--- config.mk ---
export PLATFORM = sky130hd
export DESIGN_NAME = adma_dm_rd_splitter
export DESIGN_NICKNAME = d
export VERILOG_FILES = /design/src/rtl/adma_dm_pkg.sv /design/src/rtl/adma_dm_burst_calc.sv /design/src/rtl/adma_dm_rd_splitter.sv
export SDC_FILE = /design/constraint.sdc
export NUM_CORES = 1
export LEC_CHECK = 0
export CELL_PAD_IN_SITES_DETAIL_PLACEMENT = 2
export CELL_PAD_IN_SITES_GLOBAL_PLACEMENT = 2
export CORE_AREA = 2 2 276 278
export CTS_BUF_LIST = sky130_fd_sc_hd__clkbuf_2 sky130_fd_sc_hd__clkbuf_4 sky130_fd_sc_hd__clkbuf_8
export DETAILED_ROUTE_END_ITERATION = 10
export DIE_AREA = 0 0 278 280
export PLACE_DENSITY = 0.75
export SLEW_MARGIN = 10
export SYNTH_ARGS = -nofsm -noshare
export SYNTH_HDL_FRONTEND = slang
export SYNTH_SLANG_ARGS = --single-unit
--- constraint.sdc ---
create_clock -name clk -period 6.7 [get_ports clk]
set_input_delay 1.34 -clock clk [delete_from_list [all_inputs] [get_ports clk]]
set_output_delay 1.34 -clock clk [all_outputs]
set_load 0.01 [all_outputs]
--- src/rtl/adma_dm_pkg.sv ---
// Shared definitions for the DMA data-mover read path: AXI encodings and the splitter FSM state.
package adma_dm_pkg;
  localparam logic [1:0] AXI_BURST_INCR = 2'b01;
  // SLVERR (2'b10) and DECERR (2'b11) both have bit 1 set
  localparam int RRESP_ERR_BIT = 1;

  typedef enum logic [1:0] {
    S_IDLE,
    S_CALC,
    S_ISSUE
  } splt_state_e;
endpackage

--- src/rtl/adma_dm_burst_calc.sv ---
// Combinational burst sizing: the longest INCR burst from addr that respects the beat cap and
// the byte boundary, plus the address and beat count left once it has been issued.
module adma_dm_burst_calc
  import adma_dm_pkg::*;
#(
  parameter int SRC_ADDR_W      = 32,
  parameter int XFER_BEAT_W     = 16,
  parameter int BPB             = 32,
  parameter int MAX_BURST_BEATS = 16,
  parameter int BOUNDARY_B      = 4096,
  parameter int LEN_W           = 9
)(
  input  logic [SRC_ADDR_W-1:0]  addr,
  input  logic [XFER_BEAT_W-1:0] remaining,
  output logic [LEN_W-1:0]       len,
  output logic [SRC_ADDR_W-1:0]  next_addr,
  output logic [XFER_BEAT_W-1:0] next_remaining
);
  localparam int BPB_W = $clog2(BPB);
  localparam int BND_W = $clog2(BOUNDARY_B);
  localparam int CW    = ((XFER_BEAT_W > BND_W) ? XFER_BEAT_W : BND_W) + 1;

  logic [CW-1:0] off_beats, bnd, l;

  always_comb begin
    off_beats = CW'(addr[BND_W-1:0] >> BPB_W);
    bnd       = CW'(BOUNDARY_B / BPB) - off_beats;
    l         = CW'(remaining);
    if (CW'(MAX_BURST_BEATS) < l) l = CW'(MAX_BURST_BEATS);
    if (bnd < l) l = bnd;
    len            = LEN_W'(l);
    next_addr      = addr + (SRC_ADDR_W'(l) << BPB_W);
    next_remaining = remaining - XFER_BEAT_W'(l);
  end
endmodule

--- src/rtl/adma_dm_rd_splitter.sv ---
// AXI4 read host: splits one DMA transfer at a time into legal INCR bursts on AR and forwards R
// data with channel/end-of-transfer tags. Define ADMA_RD_SPLITTER_PERF_EN for AR/beat counters.
module adma_dm_rd_splitter
  import adma_dm_pkg::*;
#(
  parameter int DMA_CHN_NUM     = 4,
  parameter int DMA_CHN_NUM_W   = (DMA_CHN_NUM > 1) ? $clog2(DMA_CHN_NUM) : 1,
  parameter int SRC_ADDR_W      = 32,
  parameter int ATX_SRC_DATA_W  = 256,
  parameter int MST_ID_W        = 5,
  parameter int ATX_LEN_W       = 8,
  parameter int XFER_BEAT_W     = 16,
  parameter int MAX_BURST_BEATS = 16,
  parameter int BOUNDARY_B      = 4096,
  parameter int ATX_NUM_OSTD    = 4
)(
  input  logic                      clk,
  input  logic                      rst,
  input  logic [DMA_CHN_NUM_W-1:0]  xfer_chn_id,
  input  logic [SRC_ADDR_W-1:0]     xfer_addr,
  input  logic [XFER_BEAT_W-1:0]    xfer_beats,
  input  logic                      xfer_vld,
  output logic                      xfer_rdy,
  output logic [MST_ID_W-1:0]       m_arid_o,
  output logic [SRC_ADDR_W-1:0]     m_araddr_o,
  output logic [ATX_LEN_W-1:0]      m_arlen_o,
  output logic [1:0]                m_arburst_o,
  output logic                      m_arvalid_o,
  input  logic                      m_arready_i,
  input  logic [MST_ID_W-1:0]       m_rid_i,
  input  logic [ATX_SRC_DATA_W-1:0] m_rdata_i,
  input  logic [1:0]                m_rresp_i,
  input  logic                      m_rlast_i,
  input  logic                      m_rvalid_i,
  output logic                      m_rready_o,
  output logic [ATX_SRC_DATA_W-1:0] atx_rdata,
  output logic [DMA_CHN_NUM_W-1:0]  atx_rdata_chn,
  output logic                      atx_rdata_last,
  output logic                      atx_rdata_vld,
  input  logic                      atx_rdata_rdy,
  output logic [DMA_CHN_NUM-1:0]    xfer_done,
  output logic [DMA_CHN_NUM-1:0]    xfer_err,
  output logic [31:0]               perf_ar_cnt,
  output logic [31:0]               perf_beat_cnt
);
  localparam int BPB    = ATX_SRC_DATA_W / 8;
  localparam int LEN_W  = ATX_LEN_W + 1;
  localparam int OSTD_W = $clog2(ATX_NUM_OSTD + 1);

  splt_state_e                           state;
  logic [DMA_CHN_NUM_W-1:0]              chn_q;
  logic [SRC_ADDR_W-1:0]                 addr_q, next_addr;
  logic [XFER_BEAT_W-1:0]                rem_q, next_rem;
  logic [ATX_LEN_W-1:0]                  arlen_q;
  logic [LEN_W-1:0]                      calc_len;
  logic [OSTD_W-1:0]                     ostd_cnt, ostd_nxt;
  logic [DMA_CHN_NUM-1:0][XFER_BEAT_W:0] pend;
  logic [DMA_CHN_NUM_W-1:0]              r_chn;
  logic accept, ar_hs, r_hs, r_dec, ostd_lt, r_pend_zero, r_pend_one;
  logic unused_in;

  adma_dm_burst_calc #(
    .SRC_ADDR_W(SRC_ADDR_W), .XFER_BEAT_W(XFER_BEAT_W), .BPB(BPB),
    .MAX_BURST_BEATS(MAX_BURST_BEATS), .BOUNDARY_B(BOUNDARY_B), .LEN_W(LEN_W)
  ) u_calc (
    .addr(addr_q), .remaining(rem_q), .len(calc_len),
    .next_addr(next_addr), .next_remaining(next_rem)
  );

  assign unused_in   = ^{m_rid_i, m_rresp_i[0]};
  assign accept      = (state == S_IDLE) && xfer_rdy && xfer_vld && (xfer_beats != '0);
  assign ar_hs       = m_arvalid_o && m_arready_i;
  assign r_hs        = m_rvalid_i && atx_rdata_rdy;
  assign r_chn       = m_rid_i[DMA_CHN_NUM_W-1:0];
  assign r_dec       = r_hs && m_rlast_i && (ostd_cnt != '0);
  assign r_pend_zero = (pend[r_chn] == '0);
  assign r_pend_one  = (pend[r_chn] == {{XFER_BEAT_W{1'b0}}, 1'b1});

  assign m_arid_o     = MST_ID_W'(chn_q);
  assign m_araddr_o   = addr_q;
  assign m_arlen_o    = arlen_q;
  assign m_arburst_o  = AXI_BURST_INCR;

  assign m_rready_o     = atx_rdata_rdy;
  assign atx_rdata_vld  = m_rvalid_i;
  assign atx_rdata      = m_rdata_i;
  assign atx_rdata_chn  = r_chn;
  assign atx_rdata_last = r_pend_one;

  always_comb begin
    ostd_nxt = ostd_cnt;
    if (ar_hs && !r_dec)      ostd_nxt = ostd_cnt + 1'b1;
    else if (!ar_hs && r_dec) ostd_nxt = ostd_cnt - 1'b1;
  end
  assign ostd_lt = (ostd_nxt < OSTD_W'(ATX_NUM_OSTD));

  always_ff @(posedge clk) begin
    if (rst) begin
      state       <= S_IDLE;
      xfer_rdy    <= 1'b0;
      m_arvalid_o <= 1'b0;
      chn_q       <= '0;
      addr_q      <= '0;
      rem_q       <= '0;
      arlen_q     <= '0;
      ostd_cnt    <= '0;
    end else begin
      ostd_cnt <= ostd_nxt;
      case (state)
        S_IDLE: begin
          xfer_rdy <= 1'b1;
          if (accept) begin
            chn_q    <= xfer_chn_id;
            addr_q   <= xfer_addr & ~SRC_ADDR_W'(BPB - 1);
            rem_q    <= xfer_beats;
            xfer_rdy <= 1'b0;
            state    <= S_CALC;
          end
        end
        S_CALC: begin
          arlen_q     <= ATX_LEN_W'(calc_len - 1'b1);
          m_arvalid_o <= ostd_lt;
          state       <= S_ISSUE;
        end
        S_ISSUE: begin
          if (ar_hs) begin
            addr_q      <= next_addr;
            rem_q       <= next_rem;
            m_arvalid_o <= 1'b0;
            if (next_rem != '0) state <= S_CALC;
            else begin
              state    <= S_IDLE;
              xfer_rdy <= 1'b1;
            end
          end else begin
            // once raised, arvalid must hold until the handshake
            m_arvalid_o <= m_arvalid_o | ostd_lt;
          end
        end
        default: state <= S_IDLE;
      endcase
    end
  end

  always_ff @(posedge clk) begin
    if (rst) begin
      pend      <= '0;
      xfer_done <= '0;
      xfer_err  <= '0;
    end else begin
      xfer_done <= '0;
      if (accept) xfer_err[xfer_chn_id] <= 1'b0;
      if (r_hs) begin
        if (r_pend_zero) xfer_err[r_chn] <= 1'b1;
        else begin
          pend[r_chn] <= pend[r_chn] - 1'b1;
          if (r_pend_one) xfer_done[r_chn] <= 1'b1;
        end
        if (m_rresp_i[RRESP_ERR_BIT]) xfer_err[r_chn] <= 1'b1;
      end
      if (accept) pend[xfer_chn_id] <= {1'b0, xfer_beats};
    end
  end

`ifdef ADMA_RD_SPLITTER_PERF_EN
  always_ff @(posedge clk) begin
    if (rst) begin
      perf_ar_cnt   <= '0;
      perf_beat_cnt <= '0;
    end else begin
      if (ar_hs) perf_ar_cnt   <= perf_ar_cnt + 1'b1;
      if (r_hs)  perf_beat_cnt <= perf_beat_cnt + 1'b1;
    end
  end
`else
  assign perf_ar_cnt   = '0;
  assign perf_beat_cnt = '0;
`endif
endmodule
==> results of run 1 <==
==> how the worst max path moves through the flow <==
stage	startpoint	to	slack, ps	cells past startpoint
6_report	rem_q[7]	state[0]	360	25
5_1_grt	rem_q[7]	state[0]	30	25
4_1_cts	m_araddr_o[6]	m_araddr_o[25]	150	24
3_5_place_dp	m_araddr_o[6]	m_araddr_o[25]	230	24
3_3_place_gp	m_araddr_o[6]	state[0]	450	27
2_1_floorplan	rem_q[7]	state[0]	510	28
==> layout make-up <==
cell class                      count  area, um^2
Clock inverter                     13         191
Timing Repair Buffer              139        1320
Tap cell                          978        1220
Multi-Input combinational cell   1030        6480
Fill cell                        8834       62800
Inverter                           42         158
Sequential cell                   136        2720
Antenna cell                        4        10.0
Clock buffer                       19         262
==> layout by cell type, fill, tap and decap left out, drive strengths merged, types with 6 or more instances in the layout <==
master and n:
a311oi 6, a21oi 127, nor3 22, mux4 17, conb 94, clkdlybuf4s50 105, inv 45, nor2b 7
or3 14, and2 9, nand2 114, o211ai 36, a31oi 9, xor2 17, and3 10, xnor2 33
mux2i 27, dfxtp 136, nand2b 8, nand3 22, clkbuf 19, a22oi 6, ha 48, a211oi 64
o21a 8, o21ai 47, nand4 7, nor4 17, a21o 10, nor2 181, buf 34
==> stage by stage <==
step                cells  util, %  setup WS, ps  area [um^2]  hold WS (ps)
global placement     2325     15.8           446        11900           457
detailed placement   2325     15.8           233        11900           467
floorplan            1618        -           510        12100           444
CTS                  2357     16.4           148        12300           490
finish               2361     16.4           362        12400           480
global route         2359     16.4          34.4        12400           517
==> worst max-delay path, cell delays in order (launching register included) <==
cell	delay [ps]
dfxtp_1	420
or4_4	610
or4_4	590
inv_1	100
nand2_1	70
ha_1	310
nand2_1	50
or3_1	400
o211ai_1	290
nor2_1	90
a31oi_1	210
inv_1	110
ha_1	220
inv_1	90
ha_1	200
o22a_1	150
o21ai_0	100
o2111ai_1	220
o2111ai_2	210
o21a_2	280
o2111ai_2	260
a2111oi_0	150
or3_4	410
nor4b_4	310
a41oi_2	190
a21bo_1	210
==> cells by family after synthesis <==
group                    count (synthesis)
adder cells (fa/ha/maj)                 50
buffers and inverters                  452
XOR/XNOR                                50
AO/OA/AOI/OAI                          358
other                                    2
multiplexers                            48
AND/OR/NAND/NOR                        430
flip-flops                             136
==> routing by layer <==
metal  track usage, %  share of wire [%]  up-vias  routed length [um]
li1                 -                  -     4573                   -
met1             12.3                 40     4988               17700
met2             18.6                 48      318               21200
met3             3.06                5.9      171                2600
met4             6.99                5.3        2                2340
met5            0.688               0.18        -                  80
==> power breakdown <==
part	internal, mW	switching, mW
Clock	0.429	0.389
Sequential	0.968	0.148
Combinational	1.50	2.35
==> flip-flops by register name, summed over array words and instances (netlist names) <==
name	count
chn_q	2
xfer_done	4
pend	68
state	2
xfer_err	4
m_arvalid_o	1
xfer_rdy	1
m_araddr_o	27
rem_q	16
m_arlen_o	8
ostd_cnt	3
==> flow_metrics.py, run 1 <==
metrics = {
    "sta": {
        "relSlewSlack_pct": 27.6,
        "fmax_mhz": 158,
        "final_max_slew_viol_count": 0,
        "rsz0062_at_grt": "no",
        "fin_skew_ps": 15.6,
        "setup_viol": 0,
        "fin_tns_setup_ps": 0,
        "period_share_pct": 94.6,
        "worst_pin_slew_ps": 1090,
        "finalHoldViolCount": 0,
        "min_period_ps": 6340,
    },
    "logic_synthesis": {
        "synth.most_common_cell": "buf_4",
        "synthAdderAreaFrac_pct": 5.29,
        "synth_top_area_share_pct": 23.2,
        "synth_edf_count": 0,
        "synth_ff_type": "dfxtp_1",
        "synth_seq_cells": 136,
        "netlist_area_mm2": 0.0118,
        "yosysWarnings": 0,
        "synth-simple-area-share_pct": 16.6,
        "synth_compound_area_share_pct": 20.0,
        "synth_xor_area_share_pct": 3.73,
        "ys_seq_area_share_pct": 23.2,
        "synth_top_family_by_area": "buffers and inverters",
        "synth.distinct_cells": 80,
        "synth_common_cells": "buf_4 (335), nor2_1 (181), dfxtp_1 (136)",
        "netlist_top_cells_area": "dfxtp_1 (23%), buf_4 (21%), nor2_1 (5.8%)",
        "async_reset_ff_share_pct": 0,
        "yosys.area.top_type": "dfxtp_1",
        "yosys-mux-area-fraction_pct": 5.94,
        "synthCells": 1526,
        "syn_avg_cell_area_um2": 7.70,
    },
    "clock_tree": {
        "cts_max_path_buffers": 2,
        "hold_buffers": 0,
        "clk_latency_ps": 520,
        "numCtsBuffers": 17,
        "cts_tree": "yes",
        "cts_root_buffer": "clkbuf_8",
        "cts.sinks": 136,
        "cts_resized": 0,
        "htree_levels": 4,
        "postCtsSetupBuffers": 0,
        "path_clk_slew_ps": 90,
    },
    "setup_path": {
        "arrival_ps": 6750,
        "critical_path_class": "reg -> reg",
        "rrSetupSlack_ps": 360,
        "reg2regPathDepth": 25,
        "endpoint_kind": "register",
        "r2r-start": "rem_q[7]",
        "rr_endpoint": "state[0]",
        "path_max_fanout": 9,
        "critPathLaunchType": "register",
        "required_ps": 7110,
    },
    "pwr": {
        "finalPower_mw": 5.78,
        "leakagePower_nw": 4.47,
        "ir_worst_vdd_mv": 0.195,
        "power-per-cell-area_mw_per_mm2": 467,
    },
    "final_layout": {
        "syn2layout_area_growth_pct": 5.23,
        "drive_gt1_share_pct": 8.63,
        "fin_nets": 1734,
    },
    "global_route": {
        "grt_use_total_pct": 11.1,
        "grt_overflow": 0,
        "grt_pass1_vias": 11100,
        "grt_pass1_wl_um": 66600,
        "antenna_found_initial": 3,
        "grt_max_degree": 88,
    },
    "floorplanning": {
        "die_w_um": 278,
        "die_area_mm2": 0.0778,
        "start_util_pct": 15.6,
        "rows": 101,
        "die_h_um": 280,
        "pin_count": 702,
        "coreArea_mm2": 0.0752,
    },
    "min_path": {
        "hold_path_class": "reg -> reg",
        "holdPathStages": 2,
        "hold_start": "chn_q[0]",
        "hold_end": "chn_q[0]",
    },
    "drt": {
        "vias": 10100,
        "ant_nets": 0,
        "first_pass_iters": 5,
        "wl_per_cell_um": 18.6,
        "vias_per_cell": 4.26,
        "drt_iter0_drc": 394,
        "drc": 0,
        "wl_um": 43900,
    },
    "run_status": {
        "status": "complete, no violations",
    },
    "run": {
        "maxCapViolations": 0,
    },
    "place": {
        "place_congestion": 0.835,
        "portBuffers": 106,
        "dp_hpwl_um": 33500,
    },
}
No activity file was read; power rests on OpenSTA's default activity.
==> run 2: changes to the inputs <==
Settings changed: HOLD_SLACK_MARGIN set to 0.05.
==> results of run 2 <==
Same layout as run 1: the final DEF is identical, and so are final timing and power.
==> run 3: changes to the inputs <==
Settings changed: CORE_AREA 2 2 276 278 to 5 5 271 273, CTS_CLUSTER_DIAMETER set to 60, DIE_AREA 0 0 278 280 to 0 0 276 278, PLACE_DENSITY 0.75 to 0.78.
==> flow_metrics.py, run 3 (same netlist as run 1, synthesis figures left out) <==
metrics = {
    "final_layout": {
        "final_cell_mix": "nor2_1 (179), dfxtp_1 (136), a21oi_1 (127)",
        "final-instance-count-excl-fill": 2324,
        "largest_reg_flops": 68,
        "drive_gt1_share_pct": 8.09,
        "layout_commonest_cell": "nor2_1",
        "fin_nets": 1729,
        "top_register": "pend",
        "syn2layout_area_growth_pct": 3.94,
    },
    "sta": {
        "relSlewSlack_pct": 26.9,
        "min_period_ps": 6340,
        "setup_viol": 0,
        "final_max_slew_viol_count": 0,
        "fin_skew_ps": 13.3,
        "finalHoldViolCount": 0,
        "rsz0062_at_grt": "no",
        "fin_tns_setup_ps": 0,
        "setup_ws_ps": 361,
        "fmax_mhz": 158,
        "period_share_pct": 94.6,
        "worst_pin_slew_ps": 1100,
    },
    "floorplanning": {
        "rows": 98,
        "die_h_um": 278,
        "start_util_pct": 16.6,
        "die_w_um": 276,
        "die_area_mm2": 0.0767,
        "pin_count": 702,
        "coreArea_mm2": 0.0709,
    },
    "clock_tree": {
        "clk_latency_ps": 510,
        "cts_root_buffer": "clkbuf_8",
        "path_clk_slew_ps": 90,
        "postCtsSetupBuffers": 0,
        "cts.sinks": 136,
        "numCtsBuffers": 17,
        "cts_max_path_buffers": 2,
        "htree_levels": 4,
        "cts_tree": "yes",
    },
    "setup_path": {
        "critical_path_class": "reg -> reg",
        "r2r-start": "rem_q[7]",
        "reg2regPathDepth": 25,
        "path_max_fanout": 9,
        "endpoint_kind": "register",
        "critical_path.startpoint": "rem_q[7]",
        "arrival_ps": 6750,
        "required_ps": 7110,
        "critPathLaunchType": "register",
    },
    "min_path": {
        "hold_start": "chn_q[0]",
        "hold_path_class": "reg -> reg",
        "holdPathStages": 2,
    },
    "drt": {
        "wl_um": 44600,
        "ant_nets": 0,
        "drc": 0,
        "first_pass_iters": 4,
        "wl_per_cell_um": 19.2,
        "vias_per_cell": 4.37,
        "vias": 10200,
        "drt_iter0_drc": 291,
    },
    "global_route": {
        "antenna_found_initial": 3,
        "grt_use_total_pct": 11.1,
        "grt_pass1_wl_um": 67100,
        "grt_pass1_vias": 11200,
        "grt_max_degree": 96,
        "grt_overflow": 0,
    },
    "pwr": {
        "power-per-cell-area_mw_per_mm2": 466,
        "ir_worst_vdd_mv": 0.196,
        "leakagePower_nw": 4.39,
        "finalPower_mw": 5.69,
    },
    "place": {
        "dp_hpwl_um": 33600,
        "dp.cells": 2292,
        "portBuffers": 106,
        "place_congestion": 0.814,
        "post-place-ws_ps": 355,
    },
    "run_status": {
        "status": "complete, no violations",
    },
    "run": {
        "maxCapViolations": 0,
    },
}
## run 3: power by group
part / internal (mW) / total [mW] / leakage [nW] / switching (mW)
sequential: 0.968 / 1.13 / 1.11 / 0.159
combinational: 1.49 / 3.82 / 3.09 / 2.32
clock: 0.372 / 0.753 / 0.197 / 0.380
total: 2.83 / 5.69 / 4.39 / 2.86
## run 3: layout make-up
| class | count | area [um^2] |
|---|---|---|
| inverters | 42 | 158 |
| diodes | 2 | 5.00 |
| multi-input cells | 1030 | 6470 |
| flip-flops and latches | 136 | 2720 |
| repair buffers | 134 | 1270 |
| clock inverters | 12 | 150 |
| fillers | 8392 | 58700 |
| clock buffers | 18 | 248 |
| well taps | 950 | 1190 |
## run 3: path summary, 6_finish.rpt
| path | endpoint | slack [ps] |
|---|---|---|
| worst min-delay path | chn_q[0] | 470 |
| worst min register to register | chn_q[0] | 470 |
| worst max-delay path | state[0] | 360 |
| worst max register to register | state[0] | 360 |
## run 3: repair_timing
action,4_1_cts,5_1_grt
endpoints found under the setup margin,0,3
hold buffers,0,0
gates resized for setup,0,5
## run 3: worst max-delay path, cell delays in order (launching register included)
cell       delay, ps
dfxtp_1          400
or4_4            610
or4_4            590
inv_1            120
nand2_1           70
ha_1             310
nand2_1           60
or3_1            390
o211ai_1         260
nor2_1           100
a31oi_1          240
inv_1            150
ha_1             230
inv_1             80
ha_1             200
o22a_1           160
o21ai_0           80
o2111ai_1        190
o2111ai_2        200
o21a_2           280
o2111ai_4        240
a2111oi_1        140
or3_4            390
nor4b_2          310
a41oi_2          200
a21bo_1          220
## run 3: through the flow
step / hold WS, ps / utilization (%) / area [um^2]
finish: 468 / 17.2 / 12200
global route: 513 / 17.2 / 12200
CTS: 472 / 17.2 / 12200
detailed placement: 456 / 16.6 / 11800
global placement: 450 / 16.6 / 11800
floorplan: 444 / - / 12100
## run 3: per-layer routing
layer	vias up	wire (um)	global-route usage (%)
met5	-	89	0.672
met3	182	2980	3.48
met4	8	2090	6.02
met2	372	21400	18.5
met1	5035	18100	12.6
li1	4565	-	-
